### config.mk
export PLATFORM = sky130hd
export DESIGN_NAME = fir_stream_ctrl
export DESIGN_NICKNAME = d
export VERILOG_FILES = /design/src/rtl/fir_stream_ctrl.sv
export SDC_FILE = /design/constraint.sdc
export NUM_CORES = 1
export LEC_CHECK = 0
export BUFFER_PORTS_ARGS = -buffer_cell sky130_fd_sc_hd__buf_2
export CAP_MARGIN = 20
export CELL_PAD_IN_SITES_DETAIL_PLACEMENT = 1
export CELL_PAD_IN_SITES_GLOBAL_PLACEMENT = 2
export CORE_ASPECT_RATIO = 1.5
export CORE_MARGIN = 2
export CORE_UTILIZATION = 30
export CTS_BUF_LIST = sky130_fd_sc_hd__clkbuf_8
export DETAILED_ROUTE_END_ITERATION = 8
export GPL_TIMING_DRIVEN = 0
export PLACE_DENSITY = 0.89
export SYNTH_ARGS = -nofsm -noshare
export SYNTH_HDL_FRONTEND = slang
export SYNTH_SLANG_ARGS = --single-unit
### constraint.sdc
create_clock -name i_clk_G -period 2.8 [get_ports i_clk_G]
set_input_delay 0 -clock i_clk_G [delete_from_list [all_inputs] [get_ports i_clk_G]]
set_output_delay 0 -clock i_clk_G [all_outputs]
set_load 0.01 [all_outputs]
### src/rtl/fir_stream_ctrl.sv
// fir_stream_ctrl: valid/ready sequencer that owns the 8-tap FIR delay line and
// tracks the FIR's one-cycle registered latency, with warm-up, flush and stall handling.
module fir_stream_ctrl #(
  parameter int NB_DATA     = 8,
  parameter int N_TAPS      = 8,
  parameter bit EMIT_WARMUP = 1'b0
) (
  input  logic                      i_clk_G,
  input  logic                      i_rst,
  input  logic                      i_enable,
  input  logic                      i_flush,
  input  logic [NB_DATA-1:0]        i_data,
  input  logic                      i_valid,
  output logic                      o_ready,
  output logic [N_TAPS*NB_DATA-1:0] o_taps,
  input  logic [NB_DATA-1:0]        i_fir_y,
  output logic [NB_DATA-1:0]        o_data,
  output logic                      o_valid,
  input  logic                      i_ready,
  output logic [1:0]                o_state,
  output logic                      o_busy
);

  localparam int CW = $clog2(N_TAPS + 1);
  localparam logic [CW-1:0] FULL_CNT = CW'(N_TAPS);
  localparam logic [CW-1:0] LAST_IDX = CW'(N_TAPS - 1);

  typedef enum logic [1:0] {
    ST_IDLE  = 2'd0,
    ST_FILL  = 2'd1,
    ST_RUN   = 2'd2,
    ST_FLUSH = 2'd3
  } state_t;

  state_t                           state;
  logic [N_TAPS-1:0][NB_DATA-1:0]   taps;
  logic [CW-1:0]                    fill_cnt;
  logic [CW-1:0]                    flush_cnt;
  logic                             inflight;
  logic                             emit_pending;

  logic active;
  logic out_free;
  logic accept;
  logic inject;
  logic shift;
  logic fill_done;
  logic shift_emits;
  logic abort_fill;
  logic leave_active;
  logic flush_done;
  logic go_idle;
  logic [NB_DATA-1:0] shift_in;

  // A shift may only happen once the previous result has left the FIR and
  // the output register is free (or being drained this very cycle).
  assign active   = (state == ST_FILL) || (state == ST_RUN);
  assign out_free = !inflight && (!o_valid || i_ready);
  assign o_ready  = active && i_enable && out_free;
  assign accept   = i_valid && o_ready;
  assign inject   = (state == ST_FLUSH) && out_free && (flush_cnt < LAST_IDX);
  assign shift    = accept || inject;
  assign shift_in = inject ? '0 : i_data;

  assign fill_done   = accept && (state == ST_FILL) && (fill_cnt == LAST_IDX);
  assign shift_emits = inject || (state == ST_RUN) || EMIT_WARMUP || fill_done;

  assign abort_fill   = (state == ST_FILL) && (fill_cnt == '0) && !accept;
  assign leave_active = active && !i_flush && !i_enable && !inflight && !o_valid;
  assign flush_done   = (state == ST_FLUSH) && (flush_cnt == LAST_IDX) &&
                        !inflight && o_valid && i_ready;
  assign go_idle      = (active && i_flush && abort_fill) || leave_active || flush_done;

  assign o_taps  = taps;
  assign o_data  = i_fir_y;
  assign o_state = state;
  assign o_busy  = (state != ST_IDLE) || inflight || o_valid;

  always_ff @(posedge i_clk_G) begin
    if (i_rst) begin
      state        <= ST_IDLE;
      taps         <= '0;
      fill_cnt     <= '0;
      flush_cnt    <= '0;
      inflight     <= 1'b0;
      emit_pending <= 1'b0;
      o_valid      <= 1'b0;
    end else begin
      inflight     <= shift;
      emit_pending <= shift && shift_emits;

      // The FIR result for a shift lands on the edge that retires inflight.
      if (inflight && emit_pending) begin
        o_valid <= 1'b1;
      end else if (o_valid && i_ready) begin
        o_valid <= 1'b0;
      end

      if (shift) begin
        taps <= {taps[N_TAPS-2:0], shift_in};
      end
      if (accept && (fill_cnt != FULL_CNT)) begin
        fill_cnt <= fill_cnt + CW'(1);
      end
      if (inject) begin
        flush_cnt <= flush_cnt + CW'(1);
      end

      case (state)
        ST_IDLE: begin
          if (i_enable) state <= ST_FILL;
        end
        ST_FILL, ST_RUN: begin
          if (i_flush) begin
            state <= abort_fill ? ST_IDLE : ST_FLUSH;
          end else if (leave_active) begin
            state <= ST_IDLE;
          end else if (fill_done) begin
            state <= ST_RUN;
          end
        end
        ST_FLUSH: begin
          if (flush_done) state <= ST_IDLE;
        end
        default: state <= ST_IDLE;
      endcase

      // Going idle always starts the next run from an empty delay line.
      if (go_idle) begin
        taps      <= '0;
        fill_cnt  <= '0;
        flush_cnt <= '0;
      end
    end
  end

endmodule

# Yosys cells after proc, flatten, opt, wreduce, memory -nomap -nowiden
# Index checks and enable logic that the tools add are counted.
# classes
addsub	2
order_cmp	1
n_reduce_logical	45
eq_ne	9
mux	10
# ops
op	n
$logic_and 1x1->1	24
$mux 2	6
$logic_or 1x1->1	9
$add 4x1->4 const B	2
$eq 4x3->1 const B	2
$mux 8	1
$ne 4x4->1 const B	2
$pmux 2 s3	1
$logic_not 1->1	5
$eq 2x2->1 const B	2
$logic_not 4->1	1
$lt 4x3->1 const B	1
$ne 2x2->1 const B	2
$reduce_bool 2->1	2
$reduce_or 2->1	2
$reduce_and 3->1	1
$eq 2x1->1 const B	1
$logic_not 2->1	1
$mux 1	2
# word_totals
reg_bits	77
output_inout_bits	77
inputBits	22
elab_cells	81

# Longest topological paths before layout
# Gate-level depths: netlist (run 1).
# logic_depth
depth_word	11
mapped_depth	9

# Least setup slack after synthesis (run 1)
# OpenSTA, ideal clock, no wires.
# synth_timing
path_kind	register -> register
from	register state[0], in the netlist o_state[0]
to	register taps, in the netlist o_taps[2]
setup_slack_ns	0.699
setup_ns	0.073
path_buffers	2
required_ns	2.727
path_stages_with_launch	9
arrival_time_ns	2.028
path_cell_list	dfxtp_1 inv_1 ha_1 nand3_1 o31a_1 a311o_1 buf_6 buf_6 nor3_2
# synth_via
elab_chain_len	11
# synth_rtl
item	line_no	rtl
start, declared	35	state_t state;
start signal, assigned	115	state <= abort_fill ? ST_IDLE : ST_FLUSH;
$eq 2x1->1 or $eq 2x2->1 (tied branches)	57, 68	
$logic_or 1x1->1	57	assign active = (state == ST_FILL) || (state == ST_RUN);
$logic_and 1x1->1 (2 in a row)	59	assign o_ready = active && i_enable && out_free;
$logic_and 1x1->1	60	assign accept = i_valid && o_ready;
$logic_not 1->1	68	assign abort_fill = (state == ST_FILL) && (fill_cnt == '0) && !accept;
$logic_and 1x1->1	68	
$logic_and 1x1->1	72	assign go_idle = (active && i_flush && abort_fill) || leave_active || flush_done;
$logic_or 1x1->1 (2 in a row)	72	
$reduce_or 2->1 (no source line)	--	
end signal, assigned	100	taps <= {taps[N_TAPS-2:0], shift_in};
end, declared	36	logic [N_TAPS-1:0][NB_DATA-1:0] taps;
# Several ways; a longest one is shown, not always the timed one.
# A chain may end at the register's enable or synchronous reset.

# Final worst setup path (run 1)
# layout_timing
from	register state[0], in the netlist o_state[0]
to	register taps, in the netlist o_taps[7]
# Same word-level chain as after synthesis.

==> results.yml, run 1 <==
status:
  status: "completed"
clock_tree:
  post_cts_buffers: 0
  clk_pin_slew_ns: 0.08
  cts.sinks: 77
  cts_tree: "built"
  clockBufferDepth: 2
  root_buffer: "clkbuf_8"
  htree_levels: 3
  insertion_delay_ns: 0.37
  cts_made_buffers: 9
grt:
  busiest_layer: "met2"
  grt_max_degree: 13
  use_met2_pct: 33.0
  met1_usage_pct: 19.4
  grt_pass1_wl_um: 17100
  use_met3_pct: 5.13
  antenna_found_initial: 0
  grt_pass1_vias: 3372
  grt-ovfl-total: 0
  track_usage_pct: 17.9
setup_path:
  rr_startpoint: "o_state[0]$_SDFFE_PP0P_"
  cp-end-kind: "register"
  worstPathRequired_ns: 3.06
  cp_max_fo: 10
  cp-start-kind: "register"
  worstSetupStartpoint: "o_state[0]$_SDFFE_PP0P_"
  worstSetupPathType: "register to register"
  critPathArrivalTime_ns: 2.76
layout:
  fin_util_pct: 39.0
  num-nets-final: 523
  antenna_cells: 0
  final_common_cell: "buf_2"
  layout.cells.most_common_list: "buf_2, dfxtp_1, a21oi_1"
  drive_above_1_share_pct: 28.9
  fill_cells: 1385
  area_growth_pct: 28.3
timing:
  grt_setup_unrepaired: "false"
  drv_slew: 0
  tightestPinTransition_ns: 0.753
  finalHoldViolCount: 0
  setup-violations-final: 0
  max_freq_ghz: 0.399
  finalCritPeriodShare_pct: 89.5
  relSlewSlack_pct: 49.3
  tns_ns: 0
  fin_ws_ns: 0.294
  fin_skew_ns: 0.0118
  fin_crit_ns: 2.51
floorplanning:
  die_w_um: 89.7
  placementRows: 47
  dieArea_um2: 11900
  die_h_um: 133
  core_area_um2: 10900
  start_util_pct: 30.4
  ioPinCount: 99
route:
  routed_via_density: 5.07
  dr.pass1.iters: 4
  wl_um: 10600
  post_drt_wl_per_cell_um: 16.4
  initialDrtViolationCount: 80
  vias: 3276
  drt_drc_violations_left: 0
  ant_nets: 0
placement:
  place_congestion: 0.833
  port_buffers: 89
  place_hpwl_um: 7800
  place_ws_ns: 0.209
run:
  maxCapViolations: 0
power:
  p_per_area_nw_per_um2: 606
  vdd_drop_max_mv: 0.314
  leakagePower_nw: 1.71
  finalPower_w: 0.00257
yosys:
  ys_warn_count: 0
  yosysUniqueCellTypes: 34
  ys_seq_elements: 77
  synth_cells: 385
  syn_area_per_cell_um2: 8.59
  ys_seq_area_share_pct: 46.6
  synthesis.nets: 414
  syn_area_um2: 3310
worst_hold_path:
  min_path_type: "primary input to register"
  hold_start: "i_flush"
-- per-stage QoR --
step	std cells	area [um^2]	hold slack, ns
floorplan	385	3310	0.0918
global placement	621	3940	0.185
detailed placement	621	3940	0.185
CTS	646	4240	0.0374
global route	646	4240	0.0526
finish	646	4240	0.0512
-- worst max-delay path, stage by stage (launching register included) --
cell and delay [ns]:
dfxtp_1 0.41, inv_1 0.10, ha_1 0.41, nand3_1 0.19, nor3_1 0.29, buf_2 0.37, buf_2 0.32, mux2i_1 0.25
nor3_2 0.05
-- state kept, by name, indices dropped and copies added (netlist names) --
| name | count |
|---|---|
| o_valid | 1 |
| inflight | 1 |
| emit_pending | 1 |
| fill_cnt | 4 |
| o_state | 2 |
| flush_cnt | 4 |
| o_taps | 64 |
-- where the power goes --
group	internal, W	leakage [nW]	switching, W
combinational	0.000182	0.984	0.000343
sequential	0.00112	0.621	0.0000284
clock	0.000480	0.110	0.000417
-- layer usage --
layer	routed length (um)	up-vias
met5	0	-
met2	5580	83
met4	235	0
met3	447	18
li1	-	1582
met1	4300	1593
-- synthesized netlist by cell type (all sizes together) --
master	instances	area (um^2)
dfxtp	77	1540
a21oi	64	320
o21ai	60	300
nand3	58	290
buf	33	210
clkbuf	14	52.6
nor3	12	90.1
mux2i	10	100
nor2	10	37.5
ha	7	87.6
inv	6	22.5
nand2b	5	31.3
nand2	4	15.0
nor4	3	25.0
or3	3	18.8
a311o	2	20.0
and3b	2	17.5
nand3b	2	15.0
nand4b	2	17.5
xnor2	2	17.5
a41oi	1	8.76
mux2	1	11.3
nor2b	1	6.26
nor4bb	1	10.0
o211ai	1	7.51
o22ai	1	6.26
o311ai	1	8.76
o31a	1	8.76
or4	1	7.51
-- final cells by class --
class,count,area (um^2),share of cell area (%)
plain buffers,47,268,6.31
multi-input cells,255,1480,34.9
repair buffers,98,536,12.6
flip-flops and latches,77,1540,36.3
clock buffers,12,165,3.89
inverters,6,22.5,0.531
well taps,147,184,4.34
clock inverters,4,46.3,1.09
-- cells by family after synthesis --
kind of cell | share of synthesized area (%)
buffers and inverters | 8.63
xor gates and xnor gates | 0.530
DFF | 46.6
AOI/OAI and AO/OA | 20.6
muxes | 3.37
adders and majority gates | 2.65
and+or+nand+nor | 17.6
-- final timing paths --
path | slack [ns] | cells past startpoint | end
setup reg to reg | 0.29 | 8 | o_taps[7]$_SDFFE_PP0P_
hold reg to reg | 0.46 | 2 | o_taps[58]$_SDFFE_PP0P_
setup / recovery | 0.29 | 8 | o_taps[7]$_SDFFE_PP0P_
hold / removal | 0.05 | 3 | o_state[1]$_SDFFE_PP0P_
-- what timing repair did --
| item | 4_1_cts | 5_1_grt |
|---|---|---|
| endpoints found under the setup margin | 0 | 39 |
| hold endpoints to repair | 11 | 0 |
| hold buffers | 9 | 0 |
| gates resized for setup | 0 | 8 |
Note: power is estimated with default switching activity, not from simulation.
==> run 2, diff against run 1 <==
--- a/config.mk
+++ b/config.mk
@@ -15,6 +15,7 @@
 export CTS_BUF_LIST = sky130_fd_sc_hd__clkbuf_8
 export DETAILED_ROUTE_END_ITERATION = 8
 export GPL_TIMING_DRIVEN = 0
+export HOLD_SLACK_MARGIN = 0.06
 export PLACE_DENSITY = 0.89
 export SYNTH_ARGS = -nofsm -noshare
 export SYNTH_HDL_FRONTEND = slang
==> constraint.sdc (replaced) <==
create_clock -name i_clk_G -period 2.8 [get_ports i_clk_G]
set_input_delay 0 -clock i_clk_G [delete_from_list [all_inputs] [get_ports i_clk_G]]
set_output_delay 0 -clock i_clk_G [all_outputs]
set_load 0.005 [all_outputs]
==> results.yml, run 2 (same netlist as run 1, synthesis figures left out) <==
layout:
  seqCellArea_um2: 1540
  fin_util_pct: 39.1
  final_common_cell: "buf_2"
  antenna_cells: 0
  layout.cells.most_common_list: "buf_2, dfxtp_1, a21oi_1"
  area_growth_pct: 28.6
  multi_input_area_um2: 1480
  drive_above_1_share_pct: 28.8
  fill_cells: 1382
  largest_register_ffs: 64
  final_area_um2: 4250
  num-nets-final: 524
timing:
  tightestPinTransition_ns: 0.753
  hold_slack_ns: 0.108
  max_freq_ghz: 0.399
  drv_slew: 0
  tns_ns: 0
  finalHoldViolCount: 0
  grt_setup_unrepaired: "false"
  setup-violations-final: 0
  finalCritPeriodShare_pct: 89.5
  fin_crit_ns: 2.51
  relSlewSlack_pct: 49.3
  fin_ws_ns: 0.294
  fin_skew_ns: 0.0101
floorplanning:
  die_h_um: 133
  die_w_um: 89.7
  start_util_pct: 30.4
  ioPinCount: 99
  core_area_um2: 10900
  placementRows: 47
  dieArea_um2: 11900
clock_tree:
  root_buffer: "clkbuf_8"
  post_cts_buffers: 0
  cts_tree: "built"
  cts_made_buffers: 9
  cts.sinks: 77
  insertion_delay_ns: 0.37
  htree_levels: 3
  clockBufferDepth: 2
  clk_pin_slew_ns: 0.08
power:
  power_switching_w: 0.000774
  internal-power_w: 0.00178
  vdd_drop_max_mv: 0.299
  p_per_area_nw_per_um2: 601
  leakagePower_nw: 1.72
  p_clk_share_pct: 35.2
  switching_share_pct: 30.3
  pwr-share-comb_pct: 19.9
  seqPwrFrac_pct: 44.9
worst_hold_path:
  whs_endpoint: "o_valid$_SDFFE_PP0P_"
  hold_start: "i_ready"
  min_path_type: "primary input to register"
  holdPathStages: 5
run:
  maxCapViolations: 0
grt:
  track_usage_pct: 17.9
  grt-ovfl-total: 0
  grt_max_degree: 13
  antenna_found_initial: 0
  grt_pass1_wl_um: 17100
  grt_pass1_vias: 3371
placement:
  port_buffers: 89
  place_area_um2: 3940
  place_hpwl_um: 7800
  place_congestion: 0.833
  place_ws_ns: 0.209
status:
  status: "completed"
route:
  ant_nets: 0
  wl_um: 10500
  dr.pass1.iters: 4
  routed_via_density: 5.06
  initialDrtViolationCount: 80
  drt_drc_violations_left: 0
  vias: 3274
  post_drt_wl_per_cell_um: 16.3
setup_path:
  cp-end-kind: "register"
  worstSetupPathType: "register to register"
  critPathArrivalTime_ns: 2.76
  cp_max_fo: 10
  cp-start-kind: "register"
  rr_startpoint: "o_state[0]$_SDFFE_PP0P_"
  reg2regPathDepth: 8
  rrSetupSlack_ns: 0.29
  worstPathRequired_ns: 3.06
  r2r_end: "o_taps[7]$_SDFFE_PP0P_"
run 2: area by class of cell:
type	count	area share, %
buffer	47	6.30
clock buffer	12	3.88
clock inverter	4	1.09
inverter	6	0.530
multi-input combinational	255	34.8
sequential	77	36.3
tap	147	4.33
timing repair buffer	99	12.8
run 2: critical path, stage by stage, from the launching register on:
cell and delay, ns:
dfxtp_1 0.41, inv_1 0.10, ha_1 0.41, nand3_1 0.19, nor3_1 0.29, buf_2 0.37
buf_2 0.32, mux2i_1 0.25, nor3_2 0.05
run 2: routing by layer:
metal	GRT usage (%)	wire length, um
met5	0	0
met4	6.58	235
met3	5.13	447
met2	33.0	5560
met1	19.5	4310
run 2: worst max-delay path by stage:
stage	to	slack, ns	cells after the start	startpoint
global placement	o_taps[6]$_SDFFE_PP0P_	0.30	8	o_state[0]$_SDFFE_PP0P_
finish	o_taps[7]$_SDFFE_PP0P_	0.29	8	o_state[0]$_SDFFE_PP0P_
global route	o_taps[5]$_SDFFE_PP0P_	0.003	8	o_state[0]$_SDFFE_PP0P_
CTS	o_taps[35]$_SDFFE_PP0P_	0.19	8	o_state[0]$_SDFFE_PP0P_
floorplan	o_taps[2]$_SDFFE_PP0P_	0.74	8	o_state[0]$_SDFFE_PP0P_
detailed placement	o_taps[28]$_SDFFE_PP0P_	0.21	8	o_state[0]$_SDFFE_PP0P_
run 2: power by group through the flow:
stage | clock network [W] | registers, W | logic, W
finish | 0.000899 | 0.00115 | 0.000509
global placement | 0 | 0.00117 | 0.000487
CTS | 0.000920 | 0.00115 | 0.000512
floorplan | 0 | 0.00117 | 0.000330
global route | 0.000965 | 0.00115 | 0.000569
detailed placement | 0 | 0.00117 | 0.000500
run 2: repair_timing:
item,in CTS,in global routing
setup endpoints to repair,0,39
endpoints found under the hold margin,12,0
hold buffers,10,0
gates resized for setup,0,8
run 2: metrics by stage:
| step | cells | power [W] |
|---|---|---|
| after floorplan | 385 | 0.00150 |
| after global placement | 621 | 0.00166 |
| after detailed placement | 621 | 0.00168 |
| after CTS | 647 | 0.00258 |
| after global routing | 647 | 0.00269 |
| final | 647 | 0.00256 |
==> run 3, diff against run 2 <==
--- a/config.mk
+++ b/config.mk
@@ -5,6 +5,7 @@
 export SDC_FILE = /design/constraint.sdc
 export NUM_CORES = 1
 export LEC_CHECK = 0
+export ABC_AREA = 1
 export BUFFER_PORTS_ARGS = -buffer_cell sky130_fd_sc_hd__buf_2
 export CAP_MARGIN = 20
 export CELL_PAD_IN_SITES_DETAIL_PLACEMENT = 1
@@ -16,7 +17,7 @@
 export DETAILED_ROUTE_END_ITERATION = 8
 export GPL_TIMING_DRIVEN = 0
 export HOLD_SLACK_MARGIN = 0.06
-export PLACE_DENSITY = 0.89
+export PLACE_DENSITY = 0.9
 export SYNTH_ARGS = -nofsm -noshare
 export SYNTH_HDL_FRONTEND = slang
 export SYNTH_SLANG_ARGS = --single-unit
==> results.yml, run 3 <==
status:
  status: "completed"
route:
  drt_drc_violations_left: 0
  post_drt_wl_per_cell_um: 13.3
  ant_nets: 0
  wl_um: 8970
  routed_via_density: 4.46
  dr.pass1.iters: 4
  vias: 2998
  initialDrtViolationCount: 54
power:
  power_switching_w: 0.000958
  switching_share_pct: 33.0
  internal-power_w: 0.00194
  p_per_area_nw_per_um2: 666
  finalPower_w: 0.00290
  leakagePower_nw: 1.79
  pwr-share-comb_pct: 27.9
  seqPwrFrac_pct: 40.3
  p_clk_share_pct: 31.8
  vdd_drop_max_mv: 0.382
timing:
  grt_setup_unrepaired: "false"
  finalCritPeriodShare_pct: 76.5
  max_freq_ghz: 0.467
  setup-violations-final: 0
  tns_ns: 0
  fin_crit_ns: 2.14
  relSlewSlack_pct: 65.1
  tightestPinTransition_ns: 0.522
  finalHoldViolCount: 0
  fin_skew_ns: 0.0145
  drv_slew: 0
layout:
  antenna_cells: 0
  largest_register_ffs: 64
  fill_cells: 1433
  final_common_cell: "nand2_1"
  fin_util_pct: 39.4
  drive_above_1_share_pct: 38.9
  layout.cells.most_common_list: "nand2_1, buf_2, dfxtp_1"
  num-nets-final: 549
  area_growth_pct: 28.3
yosys:
  yosys.area_share.adder_pct: 2.58
  synthSimpleGateAreaFrac_pct: 23.5
  async_flop_share_pct: 0
  yosysUniqueCellTypes: 24
  synthTopCellsByCount: "nand2_1, dfxtp_1, a21oi_2"
  synth.area.mux_share_pct: 0
  syn_area_per_cell_um2: 8.32
  synth_most_common_cell: "nand2_1"
  syn_area_um2: 3400
  synth_area_leaders: "dfxtp_1, nand2_1, a21oi_2"
  synthesis.nets: 437
  synth_compound_gate_area_share_pct: 18.6
  synth_area_leader_cell: "dfxtp_1"
  synth_cells: 408
  synth_top_flop_cell: "dfxtp_1"
  synth_xor_area_share_pct: 0.258
  synth_top_family_by_area: "simple AND/OR/NAND/NOR gates"
  ys_seq_area_share_pct: 45.4
  ys_warn_count: 0
  ys_seq_elements: 77
  yosys.area.top_type_share_pct: 45.4
  synth_edf_count: 0
clock_tree:
  cts_tree: "built"
  clockBufferDepth: 2
  root_buffer: "clkbuf_8"
  cts_made_buffers: 9
  cts.sinks: 77
  post_cts_buffers: 0
  clk_pin_slew_ns: 0.07
  insertion_delay_ns: 0.36
  htree_levels: 3
placement:
  place_hpwl_um: 7030
  port_buffers: 90
  place_congestion: 0.774
floorplanning:
  core_area_um2: 11100
  dieArea_um2: 12200
  placementRows: 47
  die_h_um: 134
  die_w_um: 90.9
  ioPinCount: 99
  start_util_pct: 30.7
setup_path:
  cp_max_fo: 10
  critPathMaxStageDelay_ns: 0.43
  rrSetupSlack_ns: 0.66
  cp_top_family: "compound AO/OA/AOI/OAI gates"
  path_cells: "inv_1 -> ha_1 -> nand2_1 -> clkinv_1 -> nand4_4 -> nand2_2 -> o21ai_4 -> buf_8 -> a21oi_2"
  crit_slowest_cell: "o21ai_4"
  cp-start-kind: "register"
  worstSetupPathType: "register to register"
  critPathArrivalTime_ns: 2.39
  worstPathRequired_ns: 3.05
  cp-end-kind: "register"
  cp.buffers_inverters: 3
grt:
  antenna_found_initial: 0
  grt_max_degree: 13
  grt-ovfl-total: 0
  track_usage_pct: 14.9
  grt_pass1_wl_um: 14500
  grt_pass1_vias: 3035
run:
  maxCapViolations: 0
worst_hold_path:
  min_path_type: "primary input to register"
run 3: worst paths after layout:
check                                             start                      end  cells past startpoint
worst max register to register  o_state[0]$_SDFFE_PP0P_  o_taps[60]$_SDFFE_PP0P_                      9
worst min-delay path                            i_flush  o_state[0]$_SDFFE_PP0P_                      5
worst min register to register  o_taps[63]$_SDFFE_PP0P_  o_taps[63]$_SDFFE_PP0P_                      2
worst max-delay path            o_state[0]$_SDFFE_PP0P_  o_taps[60]$_SDFFE_PP0P_                      9
run 3: power by group through the flow:
stage | Sequential (W) | Combinational (W) | Clock (W)
detailed placement | 0.00120 | 0.000816 | 0
CTS | 0.00117 | 0.000831 | 0.000949
finish | 0.00117 | 0.000809 | 0.000922
global route | 0.00118 | 0.000901 | 0.00100
global placement | 0.00119 | 0.000801 | 0
floorplan | 0.00119 | 0.000590 | 0
run 3: cell type report:
class                   count  area, um^2  share of cell area, %
plain buffers              29         255                   5.86
clock buffers              10         138                   3.16
clock inverters             6        80.1                   1.84
inverters                  20        75.1                   1.72
multi-input cells         282        1520                   35.0
flip-flops and latches     77        1540                   35.4
well taps                 147         184                   4.22
repair buffers            101         561                   12.9
run 3: logic make-up after synthesis:
family	count (synthesis)
buf+inv	49
xor+xnor	1
compound gates	78
simple gates	196
flops	77
fa+ha+maj	7
run 3: what timing repair did:
action	in CTS	in global routing
hold endpoints to repair	13	0
hold buffers	11	0
gates resized for setup	0	0
run 3: routing by layer:
| layer | GRT usage, % | routed length, um | part of all wire (%) |
|---|---|---|---|
| met2 | 27.8 | 4810 | 54 |
| met1 | 15.6 | 3590 | 40 |
| met4 | 6.90 | 201 | 2.2 |
| met5 | 0 | 0 | 0 |
| met3 | 3.43 | 365 | 4.1 |
run 3: worst min-delay path, cell delays in order:
cell     delay, ns
buf_2         0.12
nand3_1       0.09
nand2_1       0.06
nor2_1        0.04
nor2_1        0.08
run 3: stage by stage:
stage / worst slack, ns / hold WS [ns] / cell area [um^2] / std cells
floorplan: 0.978 / 0.0691 / 3400 / 408
global placement: 0.664 / 0.167 / 4030 / 645
detailed placement: 0.610 / 0.169 / 4030 / 645
CTS: 0.611 / 0.0677 / 4360 / 672
global route: 0.499 / 0.116 / 4360 / 672
finish: 0.658 / 0.0739 / 4360 / 672
